--- config.mk ---
export PLATFORM = sky130hd
export DESIGN_NAME = mdu_controller
export DESIGN_NICKNAME = d
export VERILOG_FILES = /design/src/rtl/mdu_controller_pkg.sv /design/src/rtl/mdu_iter_step.sv /design/src/rtl/mdu_controller.sv
export SDC_FILE = /design/constraint.sdc
export NUM_CORES = 1
export LEC_CHECK = 0
export BUFFER_PORTS_ARGS = -buffer_cell sky130_fd_sc_hd__buf_2
export CAP_MARGIN = 0
export CORE_ASPECT_RATIO = 0.6
export CORE_MARGIN = 3
export CORE_UTILIZATION = 50
export CTS_BUF_LIST = sky130_fd_sc_hd__clkbuf_16
export DETAILED_ROUTE_END_ITERATION = 7
export PLACE_DENSITY_LB_ADDON = 0.2
export SYNTH_ARGS = -nofsm -noshare
export SYNTH_HDL_FRONTEND = slang
export SYNTH_SLANG_ARGS = --single-unit
--- constraint.sdc ---
create_clock -name w_clock -period 4.9 [get_ports w_clock]
set_clock_uncertainty 0.05 [all_clocks]
set_input_delay 0 -clock w_clock [delete_from_list [all_inputs] [get_ports w_clock]]
set_output_delay 0 -clock w_clock [all_outputs]
set_load 0.01 [all_outputs]
--- src/rtl/mdu_controller_pkg.sv ---
// Shared definitions for the multiply/divide unit: ISA op codes, FSM states, op-class decode.
package mdu_controller_pkg;

  localparam int unsigned OP_W = 6;

  localparam logic [OP_W-1:0] SPECIAL_MFHI  = 6'h10;
  localparam logic [OP_W-1:0] SPECIAL_MTHI  = 6'h11;
  localparam logic [OP_W-1:0] SPECIAL_MFLO  = 6'h12;
  localparam logic [OP_W-1:0] SPECIAL_MTLO  = 6'h13;
  localparam logic [OP_W-1:0] SPECIAL_MULT  = 6'h18;
  localparam logic [OP_W-1:0] SPECIAL_MULTU = 6'h19;
  localparam logic [OP_W-1:0] SPECIAL_DIV   = 6'h1A;
  localparam logic [OP_W-1:0] SPECIAL_DIVU  = 6'h1B;

  typedef enum logic [1:0] {
    ST_IDLE = 2'd0,
    ST_RUN  = 2'd1,
    ST_FIN  = 2'd2
  } mdu_state_e;

  function automatic logic is_long_op(input logic [OP_W-1:0] op);
    return (op == SPECIAL_MULT) || (op == SPECIAL_MULTU) ||
           (op == SPECIAL_DIV)  || (op == SPECIAL_DIVU);
  endfunction

  function automatic logic is_mf_op(input logic [OP_W-1:0] op);
    return (op == SPECIAL_MFHI) || (op == SPECIAL_MFLO);
  endfunction

  function automatic logic is_mt_op(input logic [OP_W-1:0] op);
    return (op == SPECIAL_MTHI) || (op == SPECIAL_MTLO);
  endfunction

  function automatic logic is_signed_op(input logic [OP_W-1:0] op);
    return (op == SPECIAL_MULT) || (op == SPECIAL_DIV);
  endfunction

  function automatic logic is_div_op(input logic [OP_W-1:0] op);
    return (op == SPECIAL_DIV) || (op == SPECIAL_DIVU);
  endfunction

endpackage

--- src/rtl/mdu_iter_step.sv ---
// One iteration of the MDU datapath: shift-add multiply step or restoring divide step.
module mdu_iter_step #(
  parameter int unsigned WIDTH = 32
) (
  input  logic             is_div,
  input  logic [WIDTH-1:0] acc,
  input  logic [WIDTH-1:0] q,
  input  logic [WIDTH-1:0] b,
  output logic [WIDTH-1:0] acc_nxt,
  output logic [WIDTH-1:0] q_nxt
);

  logic [WIDTH:0] sum;
  logic [WIDTH:0] rem_sh;
  logic [WIDTH:0] diff;

  always_comb begin
    sum    = {1'b0, acc} + (q[0] ? {1'b0, b} : '0);
    rem_sh = {acc, q[WIDTH-1]};
    // Partial remainder stays below the divisor, so bit WIDTH of diff is a clean borrow
    diff   = rem_sh - {1'b0, b};
    if (is_div) begin
      if (!diff[WIDTH]) begin
        acc_nxt = diff[WIDTH-1:0];
        q_nxt   = {q[WIDTH-2:0], 1'b1};
      end else begin
        acc_nxt = rem_sh[WIDTH-1:0];
        q_nxt   = {q[WIDTH-2:0], 1'b0};
      end
    end else begin
      acc_nxt = sum[WIDTH:1];
      q_nxt   = {sum[0], q[WIDTH-1:1]};
    end
  end

endmodule

--- src/rtl/mdu_controller.sv ---
// Multi-cycle multiply/divide sequencer owning HI/LO; stalls the pipeline on in-flight hazards.
module mdu_controller
  import mdu_controller_pkg::*;
#(
  parameter int unsigned WIDTH = 32,
  parameter int unsigned CNT_W = 6
) (
  input  logic             w_clock,
  input  logic             w_reset_n,
  input  logic             w_valid_in,
  input  logic [OP_W-1:0]  w_op_code_6,
  input  logic [WIDTH-1:0] w_input1_x,
  input  logic [WIDTH-1:0] w_input2_x,
  input  logic             w_flush,
  output logic             w_ready_out,
  output logic             w_stall_out,
  output logic             w_busy_out,
  output logic [WIDTH-1:0] w_output_x,
  output logic [WIDTH-1:0] w_hi_x,
  output logic [WIDTH-1:0] w_lo_x
);

  mdu_state_e       state, state_nxt;
  logic [CNT_W-1:0] cnt, cnt_nxt;
  logic [WIDTH-1:0] hi, hi_nxt, lo, lo_nxt;
  logic [WIDTH-1:0] acc, acc_nxt, q, q_nxt;
  logic [WIDTH-1:0] opb, opb_nxt, raw_a, raw_a_nxt;
  logic             is_div, is_div_nxt, neg_q, neg_q_nxt, neg_r, neg_r_nxt, dz, dz_nxt;

  logic             long_op, mf_op, mt_op, sgn_op, div_op;
  logic [WIDTH-1:0] abs_a, abs_b, step_acc, step_q;
  logic [WIDTH-1:0] quo_fix, rem_fix;
  logic [2*WIDTH-1:0] prod, prod_fix;

  assign long_op = w_valid_in & is_long_op(w_op_code_6);
  assign mf_op   = w_valid_in & is_mf_op(w_op_code_6);
  assign mt_op   = w_valid_in & is_mt_op(w_op_code_6);
  assign sgn_op  = is_signed_op(w_op_code_6);
  assign div_op  = is_div_op(w_op_code_6);

  assign abs_a = (sgn_op & w_input1_x[WIDTH-1]) ? -w_input1_x : w_input1_x;
  assign abs_b = (sgn_op & w_input2_x[WIDTH-1]) ? -w_input2_x : w_input2_x;

  mdu_iter_step #(.WIDTH(WIDTH)) u_step (
    .is_div  (is_div),
    .acc     (acc),
    .q       (q),
    .b       (opb),
    .acc_nxt (step_acc),
    .q_nxt   (step_q)
  );

  // Sign fix-up applied when the result is committed
  assign prod     = {acc, q};
  assign prod_fix = neg_q ? -prod : prod;
  assign quo_fix  = neg_q ? -q : q;
  assign rem_fix  = neg_r ? -acc : acc;

  always_ff @(posedge w_clock or negedge w_reset_n) begin
    if (!w_reset_n) begin
      state  <= ST_IDLE;
      cnt    <= '0;
      hi     <= '0;
      lo     <= '0;
      acc    <= '0;
      q      <= '0;
      opb    <= '0;
      raw_a  <= '0;
      is_div <= 1'b0;
      neg_q  <= 1'b0;
      neg_r  <= 1'b0;
      dz     <= 1'b0;
    end else begin
      state  <= state_nxt;
      cnt    <= cnt_nxt;
      hi     <= hi_nxt;
      lo     <= lo_nxt;
      acc    <= acc_nxt;
      q      <= q_nxt;
      opb    <= opb_nxt;
      raw_a  <= raw_a_nxt;
      is_div <= is_div_nxt;
      neg_q  <= neg_q_nxt;
      neg_r  <= neg_r_nxt;
      dz     <= dz_nxt;
    end
  end

  always_comb begin
    state_nxt  = state;
    cnt_nxt    = cnt;
    hi_nxt     = hi;
    lo_nxt     = lo;
    acc_nxt    = acc;
    q_nxt      = q;
    opb_nxt    = opb;
    raw_a_nxt  = raw_a;
    is_div_nxt = is_div;
    neg_q_nxt  = neg_q;
    neg_r_nxt  = neg_r;
    dz_nxt     = dz;
    case (state)
      ST_IDLE: begin
        if (!w_flush) begin
          if (long_op) begin
            state_nxt  = ST_RUN;
            cnt_nxt    = CNT_W'(WIDTH - 1);
            acc_nxt    = '0;
            is_div_nxt = div_op;
            dz_nxt     = div_op & (w_input2_x == '0);
            raw_a_nxt  = w_input1_x;
            neg_q_nxt  = sgn_op & (w_input1_x[WIDTH-1] ^ w_input2_x[WIDTH-1]);
            neg_r_nxt  = sgn_op & w_input1_x[WIDTH-1];
            // Divide iterates over the dividend; multiply shifts out the multiplier
            q_nxt      = div_op ? abs_a : abs_b;
            opb_nxt    = div_op ? abs_b : abs_a;
          end else if (mt_op) begin
            if (w_op_code_6 == SPECIAL_MTHI) hi_nxt = w_input1_x;
            else                             lo_nxt = w_input1_x;
          end
        end
      end
      ST_RUN: begin
        if (w_flush) begin
          state_nxt = ST_IDLE;
        end else begin
          acc_nxt = step_acc;
          q_nxt   = step_q;
          if (cnt == '0) state_nxt = ST_FIN;
          else           cnt_nxt   = cnt - CNT_W'(1);
        end
      end
      ST_FIN: begin
        state_nxt = ST_IDLE;
        if (!w_flush) begin
          if (!is_div) begin
            hi_nxt = prod_fix[2*WIDTH-1:WIDTH];
            lo_nxt = prod_fix[WIDTH-1:0];
          end else if (dz) begin
            hi_nxt = raw_a;
            lo_nxt = '1;
          end else begin
            hi_nxt = rem_fix;
            lo_nxt = quo_fix;
          end
        end
      end
      default: state_nxt = ST_IDLE;
    endcase
  end

  assign w_ready_out = (state == ST_IDLE);
  assign w_busy_out  = (state != ST_IDLE);
  assign w_stall_out = (mf_op | long_op | mt_op) & (state != ST_IDLE);
  assign w_output_x  = (mf_op && state == ST_IDLE) ?
                       ((w_op_code_6 == SPECIAL_MFHI) ? hi : lo) : '0;
  assign w_hi_x      = hi;
  assign w_lo_x      = lo;

endmodule

==> results of run 1 <==
-- state kept, by name, indices dropped and copies added (netlist names), 2 cells and up --
signal and cells:
state 2, w_lo_x 32, cnt 6, opb 32, acc 32, q 32, w_hi_x 32, raw_a 32
-- cell usage after synthesis (21+ instances only) --
| master | n | area share [%] |
|---|---|---|
| mux2i_1 | 87 | 5.0 |
| dfrtp_1 | 204 | 29 |
| mux2_2 | 38 | 2.4 |
| o21a_1 | 24 | 1.0 |
| o22ai_1 | 38 | 1.4 |
| nor3_1 | 35 | 1.0 |
| a21o_1 | 42 | 1.8 |
| xor2_1 | 67 | 3.4 |
| o211ai_1 | 39 | 1.7 |
| a22oi_1 | 21 | 0.90 |
| inv_1 | 62 | 1.3 |
| o31ai_1 | 32 | 1.4 |
| clkbuf_1 | 154 | 3.3 |
| nand2_1 | 238 | 5.1 |
| ha_1 | 70 | 5.0 |
| a21oi_1 | 180 | 5.2 |
| nand3_1 | 21 | 0.60 |
| xnor2_1 | 142 | 7.1 |
| nor2_1 | 197 | 4.2 |
| a211oi_1 | 22 | 0.94 |
| o21ai_0 | 203 | 5.8 |
| o221a_2 | 32 | 2.1 |
-- layout make-up --
type | count | area share, %
Sequential cell | 204 | 25.78
Clock buffer | 23 | 2.903
Tap cell | 459 | 2.897
Antenna cell | 2 | 0.02524
Timing Repair Buffer | 263 | 8.526
Clock inverter | 17 | 0.5680
Inverter | 62 | 1.174
Multi-Input combinational cell | 1748 | 58.13
-- power by group --
group	internal (mW)	switching, mW	total, mW
logic	1.06	1.51	2.57
clock network	0.907	0.770	1.68
registers	1.98	0.440	2.42
-- logic make-up (layout without fill, tap and decap cells) --
logic type / Yosys count / in the layout / share of synthesized area, %
AO/OA/AOI/OAI: 718 / 718 / 26.33
XOR/XNOR: 209 / 209 / 10.47
adder cells (fa/ha/maj): 72 / 72 / 5.238
buffers and inverters: 234 / 365 / 5.195
flip-flops: 204 / 204 / 29.20
AND/OR/NAND/NOR: 624 / 624 / 16.15
multiplexers: 125 / 125 / 7.428
other: 0 / 2 / 0
-- metal layers --
metal | vias up | wire [um] | track usage [%]
li1 | 8094 | - | -
met1 | 8455 | 28800 | 49.57
met2 | 1000 | 25570 | 45.34
met3 | 108 | 9117 | 14.51
met4 | 4 | 1344 | 6.265
met5 | - | 125 | 0.9358
-- what timing repair did --
item	4_1_cts	5_1_grt
endpoints found under the hold margin	210	0
resized for setup	0	0
hold buffers	55	0
-- stage by stage --
stage | setup slack [ps] | area [sq um] | std cells | util [%] | power [mW]
2_1_floorplan | 1442 | 17490 | 2186 | - | 4.041
3_3_place_gp | 918.4 | 18580 | 2681 | 54.50 | 4.820
3_5_place_dp | 787.1 | 18580 | 2681 | 54.50 | 4.872
4_1_cts | 747.7 | 19820 | 2776 | 58.14 | 6.580
5_1_grt | 432.3 | 19820 | 2776 | 58.14 | 7.012
6_report | 591.8 | 19830 | 2778 | 58.15 | 6.665
-- worst paths after layout --
check	to	depth (start not counted)
max	acc[28]	12
min	opb[5]	4
max reg2reg	acc[28]	12
min reg2reg	opb[11]	2
max in group asynchronous	w_lo_x[24]	3
min in group asynchronous	acc[29]	2
-- worst reg2reg max path: stages (launching register included) --
cell and delay, ps:
dfrtp_1 450, inv_1 430, nor2_1 130, ha_1 360, a21oi_1 140, o211a_1 280, o31ai_1 750, o211ai_1 300
a21oi_1 370, nor3_1 120, o2111a_1 260, a2111oi_0 360, o21ai_0 140
==> reports/qor.yml, run 1 <==
status: "finished clean"
layout_common_cells: "nand2_1, o21ai_0, dfrtp_1"
synth.avg_cell_area_sq_um: 7.999
tightest_slew_ps: 1203
fmax_mhz: 232.1
rsz0062_at_grt: "false"
fin_hold_ws_ps: 3.088
grt_max_degree: 98
cp_slowest_cell: "o31ai_1"
cts_buffers: 22
min_from: "w_input2_x[5]"
post_cts.repair.setup_buffers: 0
cp_data_required_time_ps: 5220
hold_path.class: "input pin to flop"
reg2reg_slack_ps: 590
synth-edff-count: 0
area_growth_pct: 13.38
wl_um: 64950
min_period_ps: 4308
drc: 0
synth_cell_types: 72
layout_commonest_cell: "nand2_1"
clk_latency_ps: 540
startpoint: "q[0]"
clock_tree.buffer_depth: 3
finalSetupTns_ps: 0
routabilityCongestion: 0.9699
chipWidth_um: 247.4
syn-instance-count: 2186
via_count: 17661
synthesis.area_sq_mm: 0.01749
setup_violations: 0
antenna_found_initial: 2
ys_ff_latch: 204
ios: 173
cts_sinks: 204
htreeDepth: 1
critPathArrivalTime_ps: 4630
via_per_inst: 6.357
p_leak_nw: 8.837
num-nets-final: 2447
drtIter0Drc: 2029
max_stage_delay_ps: 750
cts_tree: "yes"
drt_pass1_iterations: 6
powerDensity_mw_per_mm2: 336.2
grt_pass1_wl_um: 96100
io_buffers: 172
wl_per_cell_um: 23.38
min_period_over_period_pct: 87.92
crit_family: "compound AO/OA/AOI/OAI gates"
ys.flop_type: "dfrtp_1"
seqCellArea_sq_mm: 0.005111
rr_startpoint: "q[0]"
initial_core_util_pct: 51.29
dp_hpwl_um: 48510
critPathKind: "flop to flop"
async_flop_share_pct: 100.0
clockRootBuffer: "clkbuf_16"
rows: 52
final_max_slew_viol_count: 0
multi_input_area_sq_mm: 0.01152
path_buf_inv: 1
drive_gt1_share_pct: 14.72
ant_nets: 0
max_slew_margin_pct: 19.79
synthesis.nets: 2332
path_max_fanout: 14
crit_path_frequent_cell: "a21oi_1"
crit_chain: "inv_1, nor2_1, ha_1, a21oi_1, o211a_1, o31ai_1, o211ai_1, a21oi_1, nor3_1, o2111a_1, a2111oi_0, o21ai_0"
irDropWorstVdd_v: 0.0002659
n_fill_cell: 3187
synth_warnings: 0
end_kind: "flop"
grt_pass1_vias: 15666
maxCapViolations: 0
grt_usage_pct: 33.65
hold_violations: 0
clk_pin_slew_ps: 70
ys_seq_area_share_pct: 29.19
coreArea_sq_mm: 0.03409
die_y_um: 150.9
die-area_sq_mm: 0.03733
crit_path_start_kind: "flop"
gr-total-overflow: 0
Note: power is estimated with default switching activity, not from simulation.
==> inputs of run 2 (changes only) <==
- GPL_TIMING_DRIVEN: not set -> 0
==> run 2 against run 1 <==
Clock-buffer cell count decreased by 1. Non-clock buffer count grew 138. Clock power about the same. Register-to-register slack got worse by 370 ps. Fmax shrank 8.0%. Critical path depth up 3. Largest power group unchanged.
==> reports/qor.yml, run 2 (synthesized netlist as in run 1, its figures left out) <==
r2r_cells: 15  # +3
clockRootBuffer: "clkbuf_16"
max_stage_delay_ps: 550  # -200 ps
holdPathStages: 4  # unchanged
startpoint: "q[0]"
dp_hpwl_um: 59000  # +22%
combPwrFrac_pct: 40.3  # +1.7 points
maxCapViolations: 0  # unchanged
via_per_inst: 6.580  # +3.5%
tightest_slew_ps: 1437  # +234.0 ps
fin_hold_ws_ps: 27.10  # +24.01 ps
status: "finished clean"
num-nets-final: 2585  # +5.6%
rows: 52  # unchanged
max_slew_margin_pct: 3.311  # -16 points
wl_per_cell_um: 25.86  # +11%
crit_path_start_kind: "flop"
layout_common_cells: "nand2_1, dfrtp_1, o21ai_0"
internal-power_mw: 3.975  # +0.76%
drt_pass1_iterations: 6  # unchanged
min_period_ps: 4681  # +373.1 ps
critPathArrivalTime_ps: 5070  # +440 ps
end_kind: "flop"
grt_pass1_vias: 17268  # +10%
hold_violations: 0  # unchanged
rr_endpoint: "acc[29]"
pwr-share-seq_pct: 34.5  # -1.7 points
area_growth_pct: 15.97
grt_usage_pct: 39.29  # +5.6 points
clk_latency_ps: 550  # about the same
cp_slowest_cell: "nor3_1"
reg2reg_slack_ps: 220  # -370 ps
htreeDepth: 1  # unchanged
crit_family: "compound AO/OA/AOI/OAI gates"
switchingPower_mw: 2.822  # +3.7%
post_cts.repair.setup_buffers: 0  # unchanged
rr_startpoint: "q[0]"
critPathKind: "flop to flop"
crit_chain: "clkbuf_1, inv_1, clkbuf_1, nor2_1, ha_1, and3_1, nand2_1, a211oi_1, nor3_1, a21oi_1, o221ai_1, o31a_1, nor4b_1, o31ai_1, a32o_1"
ios: 173  # unchanged
io_buffers: 168  # -2.3%
die_y_um: 150.9  # unchanged
gr-total-overflow: 0  # unchanged
final_max_slew_viol_count: 0  # unchanged
hold_end: "opb[5]"
cp_data_required_time_ps: 5290  # +70 ps
swShare_pct: 41.52  # +0.71 points
clk_pin_slew_ps: 70  # about the same
final_util_pct: 59.48  # +1.3 points
ant_nets: 0  # unchanged
n_fill_cell: 3130  # -1.8%
irDropWorstVdd_v: 0.0002290  # -14%
wl_um: 75420  # +16%
crit_path_frequent_cell: "clkbuf_1"
hold_path.class: "input pin to flop"
cts_sinks: 204  # unchanged
initial_core_util_pct: 51.29  # unchanged
cts_buffers: 22  # unchanged
cts_tree: "yes"
die-area_sq_mm: 0.03733  # unchanged
p_clk_share_pct: 25.2  # about the same
path_buf_inv: 3  # +2
powerDensity_mw_per_mm2: 335.2  # -0.30%
setup_violations: 0  # unchanged
grt_pass1_wl_um: 109800  # +14%
layout_commonest_cell: "nand2_1"
chipWidth_um: 247.4  # unchanged
routabilityCongestion: 1.020  # +5.1%
drive_gt1_share_pct: 12.34  # -2.4 points
drtIter0Drc: 2535  # +25%
clock_tree.buffer_depth: 3  # unchanged
fmax_mhz: 213.6  # -8.0%
drc: 0  # unchanged
coreArea_sq_mm: 0.03409  # unchanged
min_period_over_period_pct: 95.54  # +7.6 points
grt_max_degree: 87  # -11%
antenna_found_initial: 7  # +5
p_leak_nw: 8.933  # +1.1%
rsz0062_at_grt: "false"
path_max_fanout: 10  # -4
min_from: "w_input2_x[5]"
via_count: 19194  # +8.7%
[run 2: cell types whose count changed in the layout (fill, tap and decap cells not counted), moves of 3 or more]
cell,previous run,this run
clkbuf_1,0,152
buf_4,36,0
buf_1,0,11
clkbuf_2,0,3
dfrtp_1,201,204
dlygate4sd3_1,55,58
[run 2: layout make-up]
type                            instances  area [sq um]  area share [%]
Antenna cell                            3         7.507         0.03702
Tap cell                              459         574.3           2.832
Timing Repair Buffer                  229          1506           7.429
Inverter                               62         232.7           1.148
Clock inverter                         18         143.9          0.7096
Multi-Input combinational cell       1748         11480           56.59
Sequential cell                       204          5105           25.17
Clock buffer                           22         550.5           2.715
Buffer                                172         681.9           3.363
[run 2: worst register-to-register path, cell delays in order, from the launching register on]
cell and delay [ps]:
dfrtp_1 370, clkbuf_1 260, inv_1 190, clkbuf_1 500, nor2_1 110, ha_1 390, and3_1 220, nand2_1 90
a211oi_1 50, nor3_1 550, a21oi_1 300, o221ai_1 460, o31a_1 320, nor4b_1 310, o31ai_1 130, a32o_1 270
[run 2: how the worst max path moves through the flow]
stage,end,slack (ps),cells past startpoint
CTS,acc[22],40,15
global route,acc[5],50,14
detailed placement,acc[11],-170,15
floorplan,acc[15],1440,15
finish,acc[29],220,15
global placement,acc[28],-140,15
[run 2: per-stage QoR]
step                      std cells  total power [mW]  setup WS, ps  TNS (ps)  cell area, sq um
final                          2917             6.796         218.8         0             20280
after global routing           2915             7.100         48.63         0             20270
after CTS                      2914             6.680         42.58         0             20260
after detailed placement       2815             4.936        -166.5     -2345             18970
after global placement         2813             4.872        -141.5     -1813             18900
after floorplan                2186             4.041          1442         0             17490
[run 2: metal layers]
layer  routed length (um)  track usage, %  up-vias
met5                  155           1.872        -
met4                 1720           8.596       10
met3                11480           15.13      167
met2                29070           52.09     1325
met1                33000           59.16     9330
li1                     -               -     8362
[run 2: what timing repair did]
item,4_1_cts,5_1_grt
endpoints found under the setup margin,27,30
gates cloned,0,0
hold buffers,59,0
gates resized for setup,1,7
hold endpoints to repair,213,0
[run 2: power groups by stage]
stage               Combinational (mW)  Clock (mW)  Sequential [mW]
finish                            2.74        1.71             2.34
global route                      2.95        1.79             2.36
CTS                               2.65        1.72             2.32
detailed placement                2.59           0             2.35
global placement                  2.54           0             2.33
floorplan                         1.80           0             2.24
